File: src/rtl/pipeline_hazard_ctrl.sv
// Hazard and sequencing controller for a 5-stage (IF, ID, EX, MEM, WB) pipeline
// without forwarding.
//
// In-flight register-file and SP writers are tracked in a shift-register
// scoreboard, one slot per stage between issue and write-back. A read-after-write
// dependence of the instruction in ID on any in-flight writer stalls IF/ID and
// inserts a bubble into ID/EX. A taken PC_load resolved in EX squashes the
// instruction in ID, and the wrong-path instructions behind it for FLUSH_CYCLES
// further cycles.
//
// Ports:
//   CLK, RSTN      clock (rising edge), asynchronous active-low reset
//   dec_*          decode-stage instruction: valid, sources A/B with use flags,
//                  register-file write flag and destination, SP access flag
//   ex_pc_load     taken PC_load resolved in EX this cycle
//   IF_EN, ID_EN   fetch/PC and decode register enables
//   ID_FLUSH       force a bubble into the decode-to-execute register
//   STALL          data-hazard stall active this cycle
//   STALL_CNT      saturating count of stall cycles
module pipeline_hazard_ctrl #(
    parameter int unsigned DEPTH        = 3,
    parameter int unsigned FLUSH_CYCLES = 1,
    parameter int unsigned CNT_W        = 16
) (
    input  logic             CLK,
    input  logic             RSTN,
    input  logic             dec_valid,
    input  logic [2:0]       dec_srcA,
    input  logic             dec_useA,
    input  logic [2:0]       dec_srcB,
    input  logic             dec_useB,
    input  logic             dec_wren,
    input  logic [2:0]       dec_writeAd,
    input  logic             dec_spr,
    input  logic             ex_pc_load,
    output logic             IF_EN,
    output logic             ID_EN,
    output logic             ID_FLUSH,
    output logic             STALL,
    output logic [CNT_W-1:0] STALL_CNT
);

    localparam int unsigned FC_W = (FLUSH_CYCLES > 1) ? $clog2(FLUSH_CYCLES + 1) : 1;

    typedef enum logic [0:0] {
        StRun,
        StFlush
    } state_e;

    state_e            state_q, state_d;
    logic [FC_W-1:0]   fcnt_q, fcnt_d;
    logic [CNT_W-1:0]  stall_cnt_q;

    // Scoreboard: slot 0 is the instruction now in EX, slot DEPTH-1 the one in WB.
    logic [DEPTH-1:0]  sb_v_q;
    logic [DEPTH-1:0]  sb_wr_q;
    logic [DEPTH-1:0]  sb_spr_q;
    logic [2:0]        sb_addr_q [DEPTH];

    logic hazard_raw;
    logic hazard;
    logic issue;
    logic if_en, id_en, id_flush, stall;

    // The WB slot still counts: the register-file write lands at the end of WB.
    always_comb begin
        hazard_raw = 1'b0;
        for (int i = 0; i < int'(DEPTH); i++) begin
            if (sb_v_q[i]) begin
                if (sb_wr_q[i] && dec_useA && (sb_addr_q[i] == dec_srcA)) hazard_raw = 1'b1;
                if (sb_wr_q[i] && dec_useB && (sb_addr_q[i] == dec_srcB)) hazard_raw = 1'b1;
                if (sb_spr_q[i] && dec_spr) hazard_raw = 1'b1;
            end
        end
        hazard = dec_valid & hazard_raw;
    end

    always_comb begin
        state_d  = state_q;
        fcnt_d   = fcnt_q;
        if_en    = 1'b1;
        id_en    = 1'b1;
        id_flush = 1'b0;
        stall    = 1'b0;
        issue    = 1'b0;
        if (ex_pc_load) begin
            // Squash wins over everything, including a pending data hazard.
            id_flush = 1'b1;
            if (FLUSH_CYCLES != 0) begin
                state_d = StFlush;
                fcnt_d  = FC_W'(FLUSH_CYCLES);
            end else begin
                state_d = StRun;
            end
        end else begin
            unique case (state_q)
                StRun: begin
                    if (hazard) begin
                        if_en    = 1'b0;
                        id_en    = 1'b0;
                        id_flush = 1'b1;
                        stall    = 1'b1;
                    end else begin
                        issue = dec_valid;
                    end
                end
                StFlush: begin
                    id_flush = 1'b1;
                    if (fcnt_q <= FC_W'(1)) begin
                        state_d = StRun;
                        fcnt_d  = '0;
                    end else begin
                        fcnt_d = fcnt_q - FC_W'(1);
                    end
                end
                default: begin
                    state_d = StRun;
                    fcnt_d  = '0;
                end
            endcase
        end
    end

    always_ff @(posedge CLK or negedge RSTN) begin
        if (!RSTN) begin
            state_q <= StRun;
            fcnt_q  <= '0;
        end else begin
            state_q <= state_d;
            fcnt_q  <= fcnt_d;
        end
    end

    always_ff @(posedge CLK or negedge RSTN) begin
        if (!RSTN) begin
            sb_v_q   <= '0;
            sb_wr_q  <= '0;
            sb_spr_q <= '0;
            for (int i = 0; i < int'(DEPTH); i++) begin
                sb_addr_q[i] <= 3'd0;
            end
        end else begin
            for (int i = int'(DEPTH) - 1; i > 0; i--) begin
                sb_v_q[i]    <= sb_v_q[i-1];
                sb_wr_q[i]   <= sb_wr_q[i-1];
                sb_spr_q[i]  <= sb_spr_q[i-1];
                sb_addr_q[i] <= sb_addr_q[i-1];
            end
            // Non-writers and bubbles enter as invalid entries.
            sb_v_q[0]    <= issue & (dec_wren | dec_spr);
            sb_wr_q[0]   <= issue & dec_wren;
            sb_spr_q[0]  <= issue & dec_spr;
            sb_addr_q[0] <= issue ? dec_writeAd : 3'd0;
        end
    end

    always_ff @(posedge CLK or negedge RSTN) begin
        if (!RSTN) begin
            stall_cnt_q <= '0;
        end else if (stall && (stall_cnt_q != '1)) begin
            stall_cnt_q <= stall_cnt_q + CNT_W'(1);
        end
    end

    // While in reset the pipeline front end is frozen and ID/EX held empty.
    always_comb begin
        if (!RSTN) begin
            IF_EN    = 1'b0;
            ID_EN    = 1'b0;
            ID_FLUSH = 1'b1;
            STALL    = 1'b0;
        end else begin
            IF_EN    = if_en;
            ID_EN    = id_en;
            ID_FLUSH = id_flush;
            STALL    = stall;
        end
    end

    assign STALL_CNT = stall_cnt_q;

endmodule

File: config.mk
export PLATFORM = sky130hd
export DESIGN_NAME = pipeline_hazard_ctrl
export DESIGN_NICKNAME = d
export VERILOG_FILES = /design/src/rtl/pipeline_hazard_ctrl.sv
export SDC_FILE = /design/constraint.sdc
export NUM_CORES = 1
export LEC_CHECK = 0
export CAP_MARGIN = 20
export CORE_MARGIN = 5
export CORE_UTILIZATION = 30
export CTS_CLUSTER_DIAMETER = 30
export DETAILED_ROUTE_END_ITERATION = 12
export GPL_TIMING_DRIVEN = 0
export REMOVE_ABC_BUFFERS = 1
export SYNTH_ARGS = -nofsm -noshare
export SYNTH_HDL_FRONTEND = slang
export SYNTH_SLANG_ARGS = --single-unit
File: constraint.sdc
create_clock -name CLK -period 2 [get_ports CLK]
set_input_delay 0.4 -clock CLK [delete_from_list [all_inputs] [get_ports CLK]]
set_output_delay 0.4 -clock CLK [all_outputs]
set_load 0.01 [all_outputs]
# == After elaboration in Yosys (flattened, before gate mapping) ==
# Cells that the tools add are included.
# op_classes
addsub,2
mul,0
div_mod_pow,0
n_lt_le_gt_ge,1
n_eq_ne,7
n_shift,0
muxes,33
bitwise_logic,6
n_reduce_logical,17
# op_table
op,n
$mux 1,31
$eq 3x3->1,6
$add 16x1->16 const B,1
$logic_and 1x1->1,16
$ne 16x16->1 const B,1
$and 1x1->1,4
$mux 3,1
$pmux 1 s2,1
$reduce_bool 2->1,1
$le 1x1->1 const B,1
$not 1->1,1
$or 1x1->1,1
$sub 1x1->1 const B,1
# totals
ff_bits,36
latchBits,0
ramBits,0
romBits,0
elab_cells,75
memories,0

# == Depth between registers and ports, before layout ==
# logic_depth
word_depth,19
ltp_mapped,8
ltp_nobuf,7

# == Least setup slack after synthesis ==
# No wires, ideal clock.
# synth_timing
path_kind,register -> output
start,register sb_addr_q[8] (netlist bit)
end,output IF_EN
arrival_ns,1.712
path_slack_ns,-0.112
path_stages_with_launch,8
n_path_buf,2
cell_sequence,dfrtp_1 > xor2_1 > o41ai_1 > o21ai_1 > a31oi_4 > buf_6 > nor2b_1 > buf_4
# synth_between
elab_chain_len,19
# synth_rtl
item,line,rtl
from (decl),58,logic [2:0] sb_addr_q [DEPTH];
"from (signal, indexed assignment)",147,sb_addr_q[i] <= sb_addr_q[i-1];
$eq 3x3->1,70,if (sb_wr_q[i] && dec_useA && (sb_addr_q[i] == dec_srcA)) hazard_raw = 1'b1;
$logic_and 1x1->1,70,
$mux 1,70,
$mux 1 (*),71,if (sb_wr_q[i] && dec_useB && (sb_addr_q[i] == dec_srcB)) hazard_raw = 1'b1;
$mux 1 (*),72,if (sb_spr_q[i] && dec_spr) hazard_raw = 1'b1;
$mux 1 (*),69,if (sb_v_q[i]) begin
$mux 1,70,
$mux 1,71,
$mux 1,72,
$mux 1 (*),69,
$mux 1,70,
$mux 1,71,
$mux 1,72,
$mux 1 (*),69,
$and 1x1->1 (*),75,hazard = dec_valid & hazard_raw;
$mux 1 (*) (4 in a row),-,
to (decl),36,"output logic IF_EN,"
# Mark *: on every way between the ends. The rest lies on a longest branch, timed or not.

# == Worst setup path after layout ==
# layout_timing
start,register sb_addr_q[3] (netlist bit)
end,output STALL
# layout_between
elab_chain_len,15
# layout_rtl
item,line,rtl
$eq 3x3->1,70,
$logic_and 1x1->1,70,
$mux 1,70,
$mux 1 (*),71,
$mux 1 (*),72,
$mux 1 (*),69,
$mux 1,70,
$mux 1,71,
$mux 1,72,
$mux 1 (*),69,
$and 1x1->1 (*),75,
$mux 1 (*),98,if (hazard) begin
$mux 1 (*),96,unique case (state_q)
$mux 1 (*),86,if (ex_pc_load) begin
$mux 1 (*),167,if (!RSTN) begin
to (decl),39,"output logic STALL,"
# Marked as above.

==> results.yml <==
timing:
  fin_skew_ns: 0.005173
  rsz0062_at_grt: "yes"
  period_minus_slack_ns: 2.290
  max_slew_margin_pct: 44.25
  post-route-period-util_pct: 114.5
  tightest_slew_ns: 0.8362
  hold_violations: 0
  finalMaxSlewViolations: 0
  finalSetupViolCount: 5
  fmax_mhz: 436.6
  worst_slack_ns: -0.2903
cts:
  htree_num_levels: 2
  hold_buffers: 0
  numCtsBuffers: 5
  cts.clk_slew.worst_paths_ns: 0.07
  cts.sinks: 35
  clk_latency_ns: 0.27
  cts_tree: "done"
  cts_root_buf: "clkbuf_8"
  clock_path_buffers: 2
placement:
  dpl.hpwl_microns: 2442
  io_buffer_count: 36
  dpl.cell_count: 245
  pre_cts_slack_ns: -1.393
  gp_congestion: 0.7223
floorplanning:
  die_area_sq_um: 7146
  num_io_pins: 37
  die_height_microns: 84.54
  rows: 27
  design.core.area_sq_um: 5439
  die_width_microns: 84.54
  start_util_pct: 30.64
global_route:
  grt_pass1_vias: 1208
  grt-ovfl-total: 0
  grt_use_total_pct: 10.24
  grt_max_degree: 39
  met2_usage_pct: 15.30
  grtUsageMet1_pct: 13.55
  antenna_found_initial: 0
  use_met3_pct: 2.846
  grt_pass1_wl_microns: 5727
  busiest_layer: "met2"
route:
  route.detailed.drc: 0
  drtIter0Drc: 35
  wire_per_inst_microns: 13.47
  ant_nets: 0
  first_pass_iters: 4
  viasPerCell: 4.483
  vias: 1161
  wl_microns: 3488
logic_synthesis:
  synth-seq-cells: 35
  ys_seq_area_share_pct: 52.55
  synthTopCellsByArea: "dfrtp_1 53%, xor2_1 9.5%, xnor2_1 7.4%"
  syn_area_sq_um: 1667
  avgSynthCellArea_sq_um: 11.82
  synth_largest_area_cell: "dfrtp_1"
  synth_top_area_share_pct: 52.55
  yosys_warnings: 0
  synth.distinct_cells: 29
  syn_inst: 141
pwr:
  irDropWorstVdd_v: 0.0004866
  power_density_nw_per_um2: 579.2
  finalPower_uw: 1292
  leakagePower_uw: 0.001032
layout:
  syn_to_final_growth_pct: 33.86
  multi_input_area_sq_um: 769.5
  fillers: 535
  layout_common_cells: "35 x dfrtp_1, 23 x clkdlybuf4s50_1, 18 x xor2_1"
  finalNonFillerCells: 259
  drive_above_1_share_pct: 20.86
  layout_commonest_cell: "dfrtp_1"
  register_area_sq_um: 875.8
  nNetsFinal: 206
  insertedDiodeCount: 0
critical_path:
  worstPathMaxFanout: 3
  cp.arrival_ns: 1.89
  crit_required_ns: 1.60
  critPathKind: "reg -> out"
  critPathLaunchType: "register"
  cp-end-kind: "output port"
  r2r_cells: 7
status:
  violations: "setup timing"
  status: "complete, but fails checks"
min_path:
  hold_path_class: "in -> async"
job:
  drv_cap: 0
==> Yosys cell counts, drive strengths merged <==
library cell	count
a21oi	1
a31oi	2
a41oi	1
and2	2
and3	8
and4	3
buf	4
dfrtp	35
ha	1
inv	6
mux2	1
nand2	13
nand3	7
nand4	7
nor2	6
nor2b	2
nor4	3
o211ai	1
o21ai	3
o41ai	3
xnor2	14
xor2	18
==> power breakdown <==
group	leakage, uW	internal (uW)	total [uW]	switching, uW
clock network	0.0000371	232	459	227
logic	0.000513	47.0	103	56.3
registers	0.000482	721	730	9.34
==> path summary, 6_finish.rpt <==
check / from / to / slack, ns
min: RSTN / sb_addr_q[5]$_DFF_PN0_ / 0.22
min reg2reg: sb_spr_q[1]$_DFF_PN0_ / sb_spr_q[2]$_DFF_PN0_ / 0.37
max reg2reg: sb_addr_q[3]$_DFF_PN0_ / STALL_CNT[1]$_DFFE_PN0P_ / -0.02
max: sb_addr_q[3]$_DFF_PN0_ / STALL / -0.29
max in group asynchronous: RSTN / STALL_CNT[9]$_DFFE_PN0P_ / 1.25
min in group CLK: sb_spr_q[1]$_DFF_PN0_ / sb_spr_q[2]$_DFF_PN0_ / 0.37
==> metrics by stage <==
step	TNS [ns]	hold WS [ns]	cell area, sq um	utilization [%]
final	-1.032	0.2218	2231	41.02
after global routing	-1.793	0.2775	2231	41.02
after CTS	-1.193	0.2407	2171	39.91
after detailed placement	-18.18	0.3666	2071	38.07
after global placement	-31.58	0.3577	2076	38.16
after floorplan	-0.1923	0.1044	1625	-
==> per-layer routing <==
metal  up-vias  wire length (microns)
met5         -                      0
met4         0                     65
met3         6                    110
met2        25                   1625
met1       555                   1686
li1        575                      -
==> sequential cells by signal (all words and copies together), names as in the netlist <==
signal	flops
STALL_CNT	16
sb_addr_q	9
sb_spr_q	3
sb_v_q	3
sb_wr_q	3
state_q	1
==> cell families after synthesis <==
family                   share of synthesized area, %
AND/OR/NAND/NOR                                 19.07
flip-flops                                      52.55
XOR/XNOR                                        16.82
AO/OA/AOI/OAI                                   6.307
buffers and inverters                           3.829
multiplexers                                   0.6756
adder cells (fa/ha/maj)                        0.7506
==> area by class of cell <==
type | instances | area share, %
tap | 72 | 4.038
timing repair buffer | 44 | 17.95
multi-input combinational | 96 | 34.49
clock buffer | 6 | 3.253
inverter | 6 | 1.010
sequential | 35 | 39.26
==> critical path, stage by stage, from the launching register on <==
cell	delay, ns
dfrtp_1	0.42
xor2_1	0.16
o41ai_2	0.38
o21ai_2	0.12
a31oi_4	0.25
and2_1	0.15
buf_2	0.13
==> timing repair <==
item	CTS	global route
endpoints found under the setup margin	26	20
setup buffers	3	7
pin swaps	9	3
gates resized for setup	33	5
Note: power is estimated with default switching activity, not from simulation.
